<file path="src/rtl/loader_pkg.sv">
// rtl/loader_pkg.sv - shared types and constants for the program loader
//
// Contents:
//   LEN_W          - width of the word-count header field (16)
//   BYTES_PER_WORD - payload bytes per instruction word (4)
//   state_t        - loader state machine encoding
package loader_pkg;

    localparam int LEN_W          = 16;
    localparam int BYTES_PER_WORD = 4;

    typedef enum logic [2:0] {
        IDLE = 3'd0,
        LEN0 = 3'd1,
        LEN1 = 3'd2,
        DATA = 3'd3,
        CSUM = 3'd4,
        DONE = 3'd5,
        ERR  = 3'd6
    } state_t;

endpackage

</file>
<file path="src/rtl/word_assembler.sv">
// rtl/word_assembler.sv - packs payload bytes LSB-first into 32-bit words
//
// Ports:
//   clk, reset  - clock, asynchronous active-high reset
//   clear       - restart packing at byte lane 0 (new session)
//   byte_en     - a payload byte is accepted this cycle
//   byte_data   - the payload byte
//   last_lane   - the next accepted byte completes a word
//   word_valid  - one-cycle pulse, the cycle after the completing byte
//   word_data   - assembled word, held until the next word completes
module word_assembler
    import loader_pkg::*;
(
    input  logic        clk,
    input  logic        reset,
    input  logic        clear,
    input  logic        byte_en,
    input  logic [7:0]  byte_data,
    output logic        last_lane,
    output logic        word_valid,
    output logic [31:0] word_data
);

    localparam int LANE_W = $clog2(BYTES_PER_WORD);

    logic [LANE_W-1:0] lane;
    logic [31:0]       shreg;

    assign last_lane = (lane == LANE_W'(BYTES_PER_WORD - 1));

    always_ff @(posedge clk or posedge reset) begin
        if (reset) begin
            lane       <= '0;
            shreg      <= '0;
            word_valid <= 1'b0;
            word_data  <= '0;
        end else begin
            word_valid <= 1'b0;
            if (clear) begin
                lane <= '0;
            end else if (byte_en) begin
                // Newest byte enters at the top so the first byte ends up in [7:0].
                shreg <= {byte_data, shreg[31:8]};
                if (last_lane) begin
                    lane       <= '0;
                    word_valid <= 1'b1;
                    word_data  <= {byte_data, shreg[31:8]};
                end else begin
                    lane <= lane + LANE_W'(1);
                end
            end
        end
    end

endmodule

</file>
<file path="src/rtl/prog_loader.sv">
// rtl/prog_loader.sv - byte-stream program loader into instruction memory
//
// Stream: LEN_LO, LEN_HI (word count N), 4*N payload bytes (little-endian
// words), one checksum byte (XOR of the payload bytes).
//
// Ports:
//   clk, reset  - clock, asynchronous active-high reset
//   start       - one-cycle pulse that opens a load session
//   rx_data     - incoming stream byte
//   rx_valid    - rx_data valid; transfer when rx_valid && rx_ready
//   rx_ready    - loader accepting bytes
//   imem_we     - instruction-memory write strobe (one cycle per word)
//   imem_addr   - word address of the write
//   imem_wdata  - word to write
//   core_hold   - keeps the core in reset until a load completes
//   done        - load finished successfully
//   error       - load aborted (oversize length or bad checksum)
//
// Build option: define LOADER_CHECKSUM_EN to compare the checksum byte;
// without it the checksum byte is consumed and ignored.
module prog_loader
    import loader_pkg::*;
#(
    parameter int ADDR_W = 8
) (
    input  logic              clk,
    input  logic              reset,
    input  logic              start,
    input  logic [7:0]        rx_data,
    input  logic              rx_valid,
    output logic              rx_ready,
    output logic              imem_we,
    output logic [ADDR_W-1:0] imem_addr,
    output logic [31:0]       imem_wdata,
    output logic              core_hold,
    output logic              done,
    output logic              error
);

    localparam int               MAX_WORDS   = 2 ** ADDR_W;
    localparam logic [LEN_W:0]   MAX_WORDS_L = (LEN_W + 1)'(MAX_WORDS);

    state_t             state;
    state_t             next_state;
    logic               xfer;
    logic               start_session;
    logic               data_xfer;
    logic               last_lane;
    logic               last_word;
    logic               csum_ok;
    logic [7:0]         len_lo;
    logic [LEN_W-1:0]   len;
    logic [LEN_W-1:0]   len_n;
    logic [LEN_W-1:0]   word_cnt;

    assign xfer          = rx_valid && rx_ready;
    assign start_session = start && (state == IDLE || state == DONE || state == ERR);
    assign data_xfer     = xfer && (state == DATA);
    assign len_n         = {rx_data, len_lo};
    // Only evaluated in DATA, where len >= 1.
    assign last_word     = (word_cnt == len - LEN_W'(1));

    // State register
    always_ff @(posedge clk or posedge reset) begin
        if (reset) begin
            state <= IDLE;
        end else begin
            state <= next_state;
        end
    end

    // Next-state logic
    always_comb begin
        next_state = state;
        case (state)
            IDLE, DONE, ERR: begin
                if (start) next_state = LEN0;
            end
            LEN0: begin
                if (xfer) next_state = LEN1;
            end
            LEN1: begin
                if (xfer) begin
                    if ({1'b0, len_n} > MAX_WORDS_L) next_state = ERR;
                    else if (len_n == '0)            next_state = CSUM;
                    else                             next_state = DATA;
                end
            end
            DATA: begin
                if (xfer && last_lane && last_word) next_state = CSUM;
            end
            CSUM: begin
                if (xfer) next_state = csum_ok ? DONE : ERR;
            end
            default: next_state = IDLE;
        endcase
    end

    // Output logic
    always_comb begin
        rx_ready  = 1'b0;
        core_hold = 1'b1;
        done      = 1'b0;
        error     = 1'b0;
        case (state)
            LEN0, LEN1, DATA, CSUM: rx_ready = 1'b1;
            DONE: begin
                core_hold = 1'b0;
                done      = 1'b1;
            end
            ERR:     error = 1'b1;
            default: ;
        endcase
    end

    // Length capture and word addressing. The address is latched as the word
    // completes so it lines up with the assembler's delayed word_valid pulse.
    always_ff @(posedge clk or posedge reset) begin
        if (reset) begin
            len_lo    <= '0;
            len       <= '0;
            word_cnt  <= '0;
            imem_addr <= '0;
        end else if (start_session) begin
            word_cnt <= '0;
        end else begin
            if (state == LEN0 && xfer) len_lo <= rx_data;
            if (state == LEN1 && xfer) len    <= len_n;
            if (data_xfer && last_lane) begin
                imem_addr <= word_cnt[ADDR_W-1:0];
                word_cnt  <= word_cnt + LEN_W'(1);
            end
        end
    end

`ifdef LOADER_CHECKSUM_EN
    logic [7:0] csum;

    always_ff @(posedge clk or posedge reset) begin
        if (reset) begin
            csum <= '0;
        end else if (start_session) begin
            csum <= '0;
        end else if (data_xfer) begin
            csum <= csum ^ rx_data;
        end
    end

    assign csum_ok = (rx_data == csum);
`else
    assign csum_ok = 1'b1;
`endif

    word_assembler u_word_assembler (
        .clk        (clk),
        .reset      (reset),
        .clear      (start_session),
        .byte_en    (data_xfer),
        .byte_data  (rx_data),
        .last_lane  (last_lane),
        .word_valid (imem_we),
        .word_data  (imem_wdata)
    );

endmodule

</file>
<file path="config.mk">
export PLATFORM = sky130hd
export DESIGN_NAME = prog_loader
export DESIGN_NICKNAME = d
export VERILOG_FILES = /design/src/rtl/loader_pkg.sv /design/src/rtl/word_assembler.sv /design/src/rtl/prog_loader.sv
export SDC_FILE = /design/constraint.sdc
export NUM_CORES = 1
export LEC_CHECK = 0
export CORE_MARGIN = 5
export CORE_UTILIZATION = 30
export DETAILED_ROUTE_END_ITERATION = 10
export HOLD_SLACK_MARGIN = 0.02
export SETUP_SLACK_MARGIN = 0.05
export SKIP_LAST_GASP = 1
export SLEW_MARGIN = 15
export SYNTH_ARGS = -nofsm -noshare
export SYNTH_HDL_FRONTEND = slang
export SYNTH_HIERARCHICAL = 1
export SYNTH_SLANG_ARGS = --single-unit
</file>
<file path="constraint.sdc">
create_clock -name clk -period 3.5 [get_ports clk]
set_clock_uncertainty 0.05 [all_clocks]
set_input_delay 0.35 -clock clk [delete_from_list [all_inputs] [get_ports clk]]
set_output_delay 0.35 -clock clk [all_outputs]
set_load 0.005 [all_outputs]
</file>
* After elaboration in Yosys (flattened, before gate mapping)
Index checks and enable logic that the tools add are counted.
Storage, ports and cells: output and inout port bits 45, word-level logic and storage cells 69, register bits after elaboration 118, bits of input ports 12
Operators by class: add/subtract/negate cells 3, reduce and logical (&&, ||, !) cells 22, $lt $le $gt $ge 1, multiplexer cells 20, equality and inequality tests 13, bitwise logic cells 1
Operators by type and width (number):
- $mux W16 | 2
- $mux W3 | 7
- $add A16 B1 Y16 const B | 1
- $eq A16 B16 Y1 | 1
- $gt A16 B9 Y1 const B | 1
- $logic_not A16 Y1 | 1
- $sub A16 B1 Y16 const B | 1
- $pmux W3 S5 | 1
- $eq A3 B3 Y1 const B | 3
- $logic_and A1 B1 Y1 | 8
- $ne A2 B2 Y1 const B | 4
- $reduce_and A2 Y1 | 4
- $mux W1 | 7
- $eq A3 B2 Y1 const B | 2
- $mux W2 | 3
- $reduce_and A5 Y1 | 1
- $reduce_bool A2 Y1 | 2
- $reduce_or A4 Y1 | 1
- $eq A3 B1 Y1 const B | 1
- $logic_not A3 Y1 | 1
- $reduce_and A3 Y1 | 1
- $reduce_or A3 Y1 | 1
- $add A2 B1 Y2 const B | 1
- $eq A2 B2 Y1 const B | 1
- 3 further kinds | 4

* Depth between registers and ports, before layout
Gate-level depths: netlist of run 1.
depth in word-level cells 8, depth in mapped cells 9, gate-level depth less buffers 8

* Hierarchy
Netlist of run 1, hierarchy kept.
Modules (own cells, without submodules):
- prog_loader | area each 2867.8 um^2, cells each 284, times used 1
- word_assembler | area each 2463.6 um^2, cells each 131, times used 1

* Least setup slack after synthesis of run 1
No wires, ideal clock.
path type register -> register, start register state[0], end register u_word_assembler.word_data[10], required time 3.325 ns, setup slack 0.870 ns, setup time 0.125 ns, clock period less this slack 2.630 ns, path buffers 3, arrival time 2.455 ns, cell stages (with the launch flop) 9, cells stage by stage dfrtp_1 clkbuf_1 nor2b_1 o21ai_0 a21oi_1 clkbuf_1 nand3b_4 buf_6 mux2_4
On the way: word-level cells in the longest chain between the ends 6
RTL lines:
- from (decl) | line prog_loader.sv:43 | state_t state;
- from (signal assigned) | line prog_loader.sv:68 | state <= next_state;
- $eq A3 B3 Y1 or $logic_not A3 Y1 (tied branches) | line prog_loader.sv:57 | assign start_session = start && (state == IDLE || state == DONE || state == ERR);
- $logic_or A1 B1 Y1 | line prog_loader.sv:57
- $logic_or A1 B1 Y1 (*) | line prog_loader.sv:57
- $logic_and A1 B1 Y1 (*) | line prog_loader.sv:57
- net start_session | line prog_loader.sv:46 | logic start_session;
- $not A1 Y1 (no source line) (*)
- $reduce_and A3 Y1 (no source line) (*)
- to (signal assigned) | line word_assembler.sv:47 | word_data <= {byte_data, shreg[31:8]};
- to (decl) | line word_assembler.sv:21 | output logic [31:0] word_data
The timed path passes the listed nets; every way through them passes the cells marked *. A chain may end at the register's enable or synchronous reset.

* Worst setup path after layout of run 1
start register len[0], end register state[1]
On the way: word-level cells in the longest chain between the ends 5
RTL lines:
- from (decl) | line prog_loader.sv:52 | logic [LEN_W-1:0] len;
- from (signal assigned) | line prog_loader.sv:128 | if (state == LEN1 && xfer) len <= len_n;
- $sub A16 B1 Y16 | line prog_loader.sv:61 | assign last_word = (word_cnt == len - LEN_W'(1));
- $eq A16 B16 Y1 | line prog_loader.sv:61
- $logic_and A1 B1 Y1 | line prog_loader.sv:90 | if (xfer && last_lane && last_word) next_state = CSUM;
- $ne A2 B1 Y1 (no source line)
- $reduce_and A5 Y1 (no source line)
No other way between the ends.

==> impl_metrics.tcl, run 1 <==
set metrics [dict create \
    fillCellCount 1635 \
    power_frac_seq_pct 45.5 \
    layout_common_cells "dfrtp_1, clkdlybuf4s50_1, mux2_4, mux2_2, nor2_1" \
    synth_edf_count 0 \
    vias 3394 \
    fin_setup_tns_ns 0 \
    synth_seq_area_share_pct 51.63 \
    cts_sinks 110 \
    p_per_area_mw_per_mm2 667.4 \
    synth_area_per_cell_sq_um 12.85 \
    grt_start_max_net_pins 56 \
    critPathLaunchType "register" \
    p_total_uw 4277 \
    boundaryPins 57 \
    track_usage_pct 11.59 \
    worstPathArrival_ns 2.87 \
    crit_chain "inv_1 -> ha_1 -> or4b_2 -> nor4_1 -> xnor2_1 -> o2bb2ai_1 -> nand3_1 -> o31a_1" \
    dp_hpwl_mm 8.143 \
    final-seq-area_sq_mm 0.002753 \
    die_y_microns 143.3 \
    cts_tree "done" \
    die_w_microns 143.3 \
    finalSetupViolCount 0 \
    crit_path_top_delay_cell "or4b_2" \
    hold_viol_final 0 \
    drtIter0Drc 284 \
    crit_fanout 7 \
    antenna_found_initial 0 \
    p_comb_share_pct 28.8 \
    worstPathRequired_ns 3.68 \
    yosys-top-cells-area "dfrtp_1, mux2_4, mux2_2, xnor2_1, xor2_1" \
    clockRootBuffer "clkbuf_16" \
    routed_wl_mm 11.39 \
    via_per_inst 4.862 \
    crit_buf_inv 1 \
    die_area_sq_mm 0.02054 \
    synth_area_sq_mm 0.005331 \
    min_path_type "reg2reg" \
    cp-end-kind "register" \
    ctsHoldBuffers 0 \
    maxCapViolations 0 \
    worst_slew_pin_slew_ns 0.9566 \
    drc_errors 0 \
    cp_top_family "simple AND/OR/NAND/NOR gates" \
    grt-ovfl-total 0 \
    relSlewSlack_pct 36.23 \
    critPathMaxStageDelay_ns 0.69 \
    layout.cells.most_common "dfrtp_1" \
    syn2layout_area_growth_pct 20.21 \
    synth_top_area_share_pct 51.63 \
    clockBufferDepth 2 \
    path_clk_slew_ns 0.07 \
    layout_min_cycle_time_ns 2.689 \
    grt_pass1_wl_mm 18.62 \
    status "complete, no violations" \
    p_int_uw 2936 \
    core.rowCount 48 \
    power_frac_clock_pct 25.7 \
    p_sw_uw 1341 \
    ir_worst_vdd_mv 0.2956 \
    rsz0062_at_grt "false" \
    insertion_delay_ns 0.35 \
    yosysUniqueCellTypes 55 \
    ys_seq_elements 110 \
    numCtsBuffers 9 \
    cts.repair.resized 0 \
    ant_nets 0 \
    drt_first_pass_iters 4 \
    wl_per_cell_microns 16.32 \
    syn_inst 415 \
    coreArea_sq_mm 0.01736 \
    async_flop_share_pct 100.0 \
    hold_slack_ns 0.4587 \
    start_util_pct 30.72 \
    timing.fmax_ghz 0.3718 \
    crit_type "reg2reg" \
    switching_share_pct 31.36 \
    gp_congestion 0.8153 \
    drive_gt1_share_pct 25.37 \
    synth_nets 430 \
    cts_setup_buffers 0 \
    synth_top_flop_cell "dfrtp_1" \
    io_buffers 56 \
    drv_slew 0 \
    ctsHtreeMaxLevel 3 \
    synth_warnings 6 \
    synth_area_leader_cell "dfrtp_1" \
    grt_pass1_vias 3449 \
    finalCritPeriodShare_pct 76.84 \
    leakage_uw 0.002878 \
    multiInputGateArea_sq_mm 0.002404 \
    final_nets 484 \
    antenna_cells 0 \
]
-- synth_stat cells, types with 5 or more instances --
cell type,n
o211ai_1,5
nand2b_1,6
xnor2_1,17
xor2_1,13
nand3_1,11
inv_1,12
mux2_2,35
nor3_1,7
nor4_1,8
nand2_1,19
clkbuf_1,11
o21ai_0,13
dfrtp_1,110
nor2_1,24
a21oi_1,7
mux2_4,49
-- layer usage --
layer	track usage, %	up-vias	wire [microns]
met3	3.428	15	747
li1	-	1585	-
met4	3.964	0	214
met5	0	-	0
met1	16.23	1701	5390
met2	17.21	93	5041
-- per-stage QoR --
stage	setup slack, ns	utilization, %	instance area [sq um]	cells
after detailed placement	0.6896	35.08	6088	683
after CTS	0.8259	36.91	6406	698
after global routing	0.6466	36.92	6409	698
final	0.8106	36.92	6409	698
after floorplan	0.8701	-	5331	415
after global placement	0.7862	35.08	6088	683
-- cell type report --
cell class                 instances  area share (%)
multi-input combinational        274           37.50
tap                              225           4.393
inverter                          12          0.7419
sequential                       110           42.95
clock inverter                     6           1.445
timing repair buffer              62           9.449
clock buffer                       9           3.514
-- registers in the layout, summed over array words and instances, names as in the netlist --
name and count:
imem_addr 8, state 3, u_word_assembler/word_valid 1, word_cnt 16
len_lo 8, u_word_assembler/word_data 32, len 16, u_word_assembler/lane 2
u_word_assembler/shreg 24
-- path summary, 6_finish.rpt --
check / startpoint / to / slack, ns / depth (start not counted)
setup / recovery: len[0]$_DFFE_PP0P_ / state[1]$_DFFE_PP0P_ / 0.81 / 8
hold / removal: u_word_assembler/word_data[29]$_DFFE_PP0P_ / u_word_assembler/word_data[29]$_DFFE_PP0P_ / 0.46 / 1
setup reg to reg: len[0]$_DFFE_PP0P_ / state[1]$_DFFE_PP0P_ / 0.81 / 8
hold reg to reg: u_word_assembler/word_data[29]$_DFFE_PP0P_ / u_word_assembler/word_data[29]$_DFFE_PP0P_ / 0.46 / 1
max in group asynchronous: reset / u_word_assembler/word_data[19]$_DFFE_PP0P_ / 2.25 / 3
min in group asynchronous: reset / imem_addr[2]$_DFFE_PP0P_ / 0.51 / 2
-- logic make-up (layout without fill, tap and decap cells) --
family	Yosys count	after routing	synth area share, %
muxes	86	86	21.57
and+or+nand+nor	110	110	12.06
buffers and inverters	31	89	3.379
adders and majority gates	3	3	0.7041
DFF	110	110	51.63
xor gates and xnor gates	30	30	4.928
AOI/OAI and AO/OA	45	45	5.727
-- power groups by stage --
stage | sequential [uW] | clock (uW) | combinational (uW)
2_1_floorplan | 1810 | 0 | 1050
3_3_place_gp | 1960 | 0 | 1200
3_5_place_dp | 1970 | 0 | 1240
5_1_grt | 2010 | 1180 | 1360
4_1_cts | 1950 | 1130 | 1240
6_report | 1950 | 1100 | 1230
Note: power is estimated with default switching activity, not from simulation.
==> inputs of run 2 (changes only) <==
==> constraint.sdc (replaced) <==
create_clock -name clk -period 2.52 [get_ports clk]
set_clock_uncertainty 0.05 [all_clocks]
set_input_delay 0.252 -clock clk [delete_from_list [all_inputs] [get_ports clk]]
set_output_delay 0.252 -clock clk [all_outputs]
set_load 0.005 [all_outputs]
==> run 2 against run 1 <==
  * Critical path depth fell by 2
  * Non-clock buffer count is 26 higher
  * Worst hold slack worse by 0.25 ns
  * Maximum frequency up 9.4%
  * Combinational power grew 71%
  * Largest cell class unchanged
  * Largest power group unchanged
  * Highest routed layer unchanged
==> impl_metrics.tcl, run 2 (same netlist as run 1, synthesis figures left out) <==
set metrics [dict create \
    status "complete, no violations" \
    cp_top_family "simple AND/OR/NAND/NOR gates" \
    critPathLaunchType "register" \
    grt_start_max_net_pins 43 \
    r2r_setup_slack_ns 0.06 \
    track_usage_pct 11.85 \
    grt-ovfl-total 0 \
    drive_gt1_share_pct 30.80 \
    worstPathRequired_ns 2.71 \
    crit_path_start "len[0]$_DFFE_PP0P_" \
    relSlewSlack_pct 64.66 \
    p_per_area_mw_per_mm2 911.8 \
    fin_setup_tns_ns 0 \
    core.rowCount 48 \
    dp_hpwl_mm 8.587 \
    cts_tree "done" \
    vias 3422 \
    antenna_found_initial 0 \
    io_buffers 56 \
    crit_chain "or4_4 -> or2_4 -> o221ai_1 -> o211ai_1 -> or4_4 -> o31a_1" \
    r2r_cells 6 \
    finalCritPeriodShare_pct 97.59 \
    crit_fanout 5 \
    p_comb_share_pct 34.4 \
    ant_nets 0 \
    die_y_microns 143.3 \
    crit_buf_inv 0 \
    crit_path_top_delay_cell "or4_4" \
    insertion_delay_ns 0.36 \
    drc_errors 0 \
    maxCapViolations 0 \
    drt_first_pass_iters 4 \
    multiInputGateArea_sq_mm 0.002447 \
    largest_reg_flops 32 \
    fin_ws_ns 0.06068 \
    worst_slew_pin_slew_ns 0.5293 \
    layout_min_cycle_time_ns 2.459 \
    grt_pass1_vias 3441 \
    power_frac_seq_pct 42.6 \
    cts_sinks 110 \
    routed_wl_mm 11.56 \
    switching_share_pct 33.03 \
    timing.rr.start "len[0]$_DFFE_PP0P_" \
    min_path_type "in2async" \
    die_area_sq_mm 0.02054 \
    cpMostUsedCell "or4_4" \
    ir_worst_vdd_mv 0.4453 \
    reg_top3 "u_word_assembler/word_data (32), u_word_assembler/shreg (24)" \
    wl_per_cell_microns 15.94 \
    r2r_end "state[0]$_DFFE_PP0P_" \
    grt_pass1_wl_mm 19.04 \
    via_per_inst 4.720 \
    finalSetupViolCount 0 \
    layout.cells.most_common "dfrtp_1" \
    hold_viol_final 0 \
    drv_slew 0 \
    post-place-ws_ns -0.07376 \
    numCtsBuffers 9 \
    drtIter0Drc 199 \
    rsz0062_at_grt "true" \
    cp-end-kind "register" \
    worstPathArrival_ns 2.65 \
    boundaryPins 57 \
    clockRootBuffer "clkbuf_16" \
    layout_common_cells "dfrtp_1, clkdlybuf4s50_1, mux2_4, mux2_2, buf_4" \
    clockBufferDepth 2 \
    start_util_pct 30.72 \
    ctsHtreeMaxLevel 3 \
    antenna_cells 0 \
    final-seq-area_sq_mm 0.002753 \
    die_w_microns 143.3 \
    largest-register "u_word_assembler/word_data" \
    syn2layout_area_growth_pct 25.58 \
    leakage_uw 0.003027 \
    power_frac_clock_pct 23.0 \
    final_nets 510 \
    critPathMaxStageDelay_ns 0.55 \
    path_clk_slew_ns 0.08 \
    gp_congestion 0.8305 \
    crit_type "reg2reg" \
    p_sw_uw 2017 \
    fillCellCount 1652 \
    p_int_uw 4088 \
    utilization_pct 38.57 \
    timing.fmax_ghz 0.4066 \
    coreArea_sq_mm 0.01736 \
]
## run 2: cell types whose count changed in the layout (fill, tap and decap cells not counted), sizes merged
cell	change
clkinv	+1
bufinv	-2
inv	+2
buf	+26
## run 2: timing repair
| item | CTS | global route |
|---|---|---|
| pin swaps | 9 | 1 |
| setup buffers | 1 | 0 |
| hold buffers | 0 | 0 |
| endpoints found under the setup margin | 3 | 3 |
| resized for setup | 6 | 3 |
## run 2: cell type report
type	instances	area share, %
flip-flops and latches	110	41.11
clock buffers	9	3.364
inverters	12	0.6728
repair buffers	88	12.95
multi-input cells	274	36.55
clock inverters	7	1.140
well taps	225	4.205
## run 2: worst max-delay path by stage
stage	slack, ns	depth (start not counted)	end
floorplan	0.04	6	state[0]$_DFFE_PP0P_
global placement	0.006	7	state[0]$_DFFE_PP0P_
detailed placement	-0.07	6	state[0]$_DFFE_PP0P_
CTS	0.04	6	state[0]$_DFFE_PP0P_
global route	-0.03	6	state[1]$_DFFE_PP0P_
finish	0.06	6	state[0]$_DFFE_PP0P_
## run 2: power by group through the flow
stage | logic (uW) | clock network (uW) | registers [uW]
global route | 2310 | 1540 | 2670
detailed placement | 2050 | 0 | 2640
finish | 2100 | 1400 | 2600
global placement | 2020 | 0 | 2620
floorplan | 1470 | 0 | 2510
CTS | 2090 | 1460 | 2610
## run 2: stage by stage
| step | cell area (sq um) | hold WS (ns) | instances | power (uW) |
|---|---|---|---|---|
| after global routing | 6695 | 0.2557 | 725 | 6520 |
| after global placement | 6349 | 0.4403 | 708 | 4635 |
| final | 6695 | 0.2127 | 725 | 6105 |
| after detailed placement | 6349 | 0.4453 | 708 | 4688 |
| after floorplan | 5343 | 0.3188 | 415 | 3982 |
| after CTS | 6679 | 0.2116 | 725 | 6164 |
## run 2: routing by layer
layer | routed length [microns] | GRT usage (%) | vias to the layer above
met1 | 5870 | 17.33 | 1713
met4 | 100 | 2.973 | 0
met2 | 5104 | 17.71 | 58
li1 | - | - | 1640
met5 | 0 | 0 | -
met3 | 480 | 2.928 | 11
## run 2: worst reg2reg max path: stages (launching register included)
cell,delay [ns]
dfrtp_1,0.41
or4_4,0.55
or2_4,0.28
o221ai_1,0.16
o211ai_1,0.12
or4_4,0.52
o31a_1,0.26
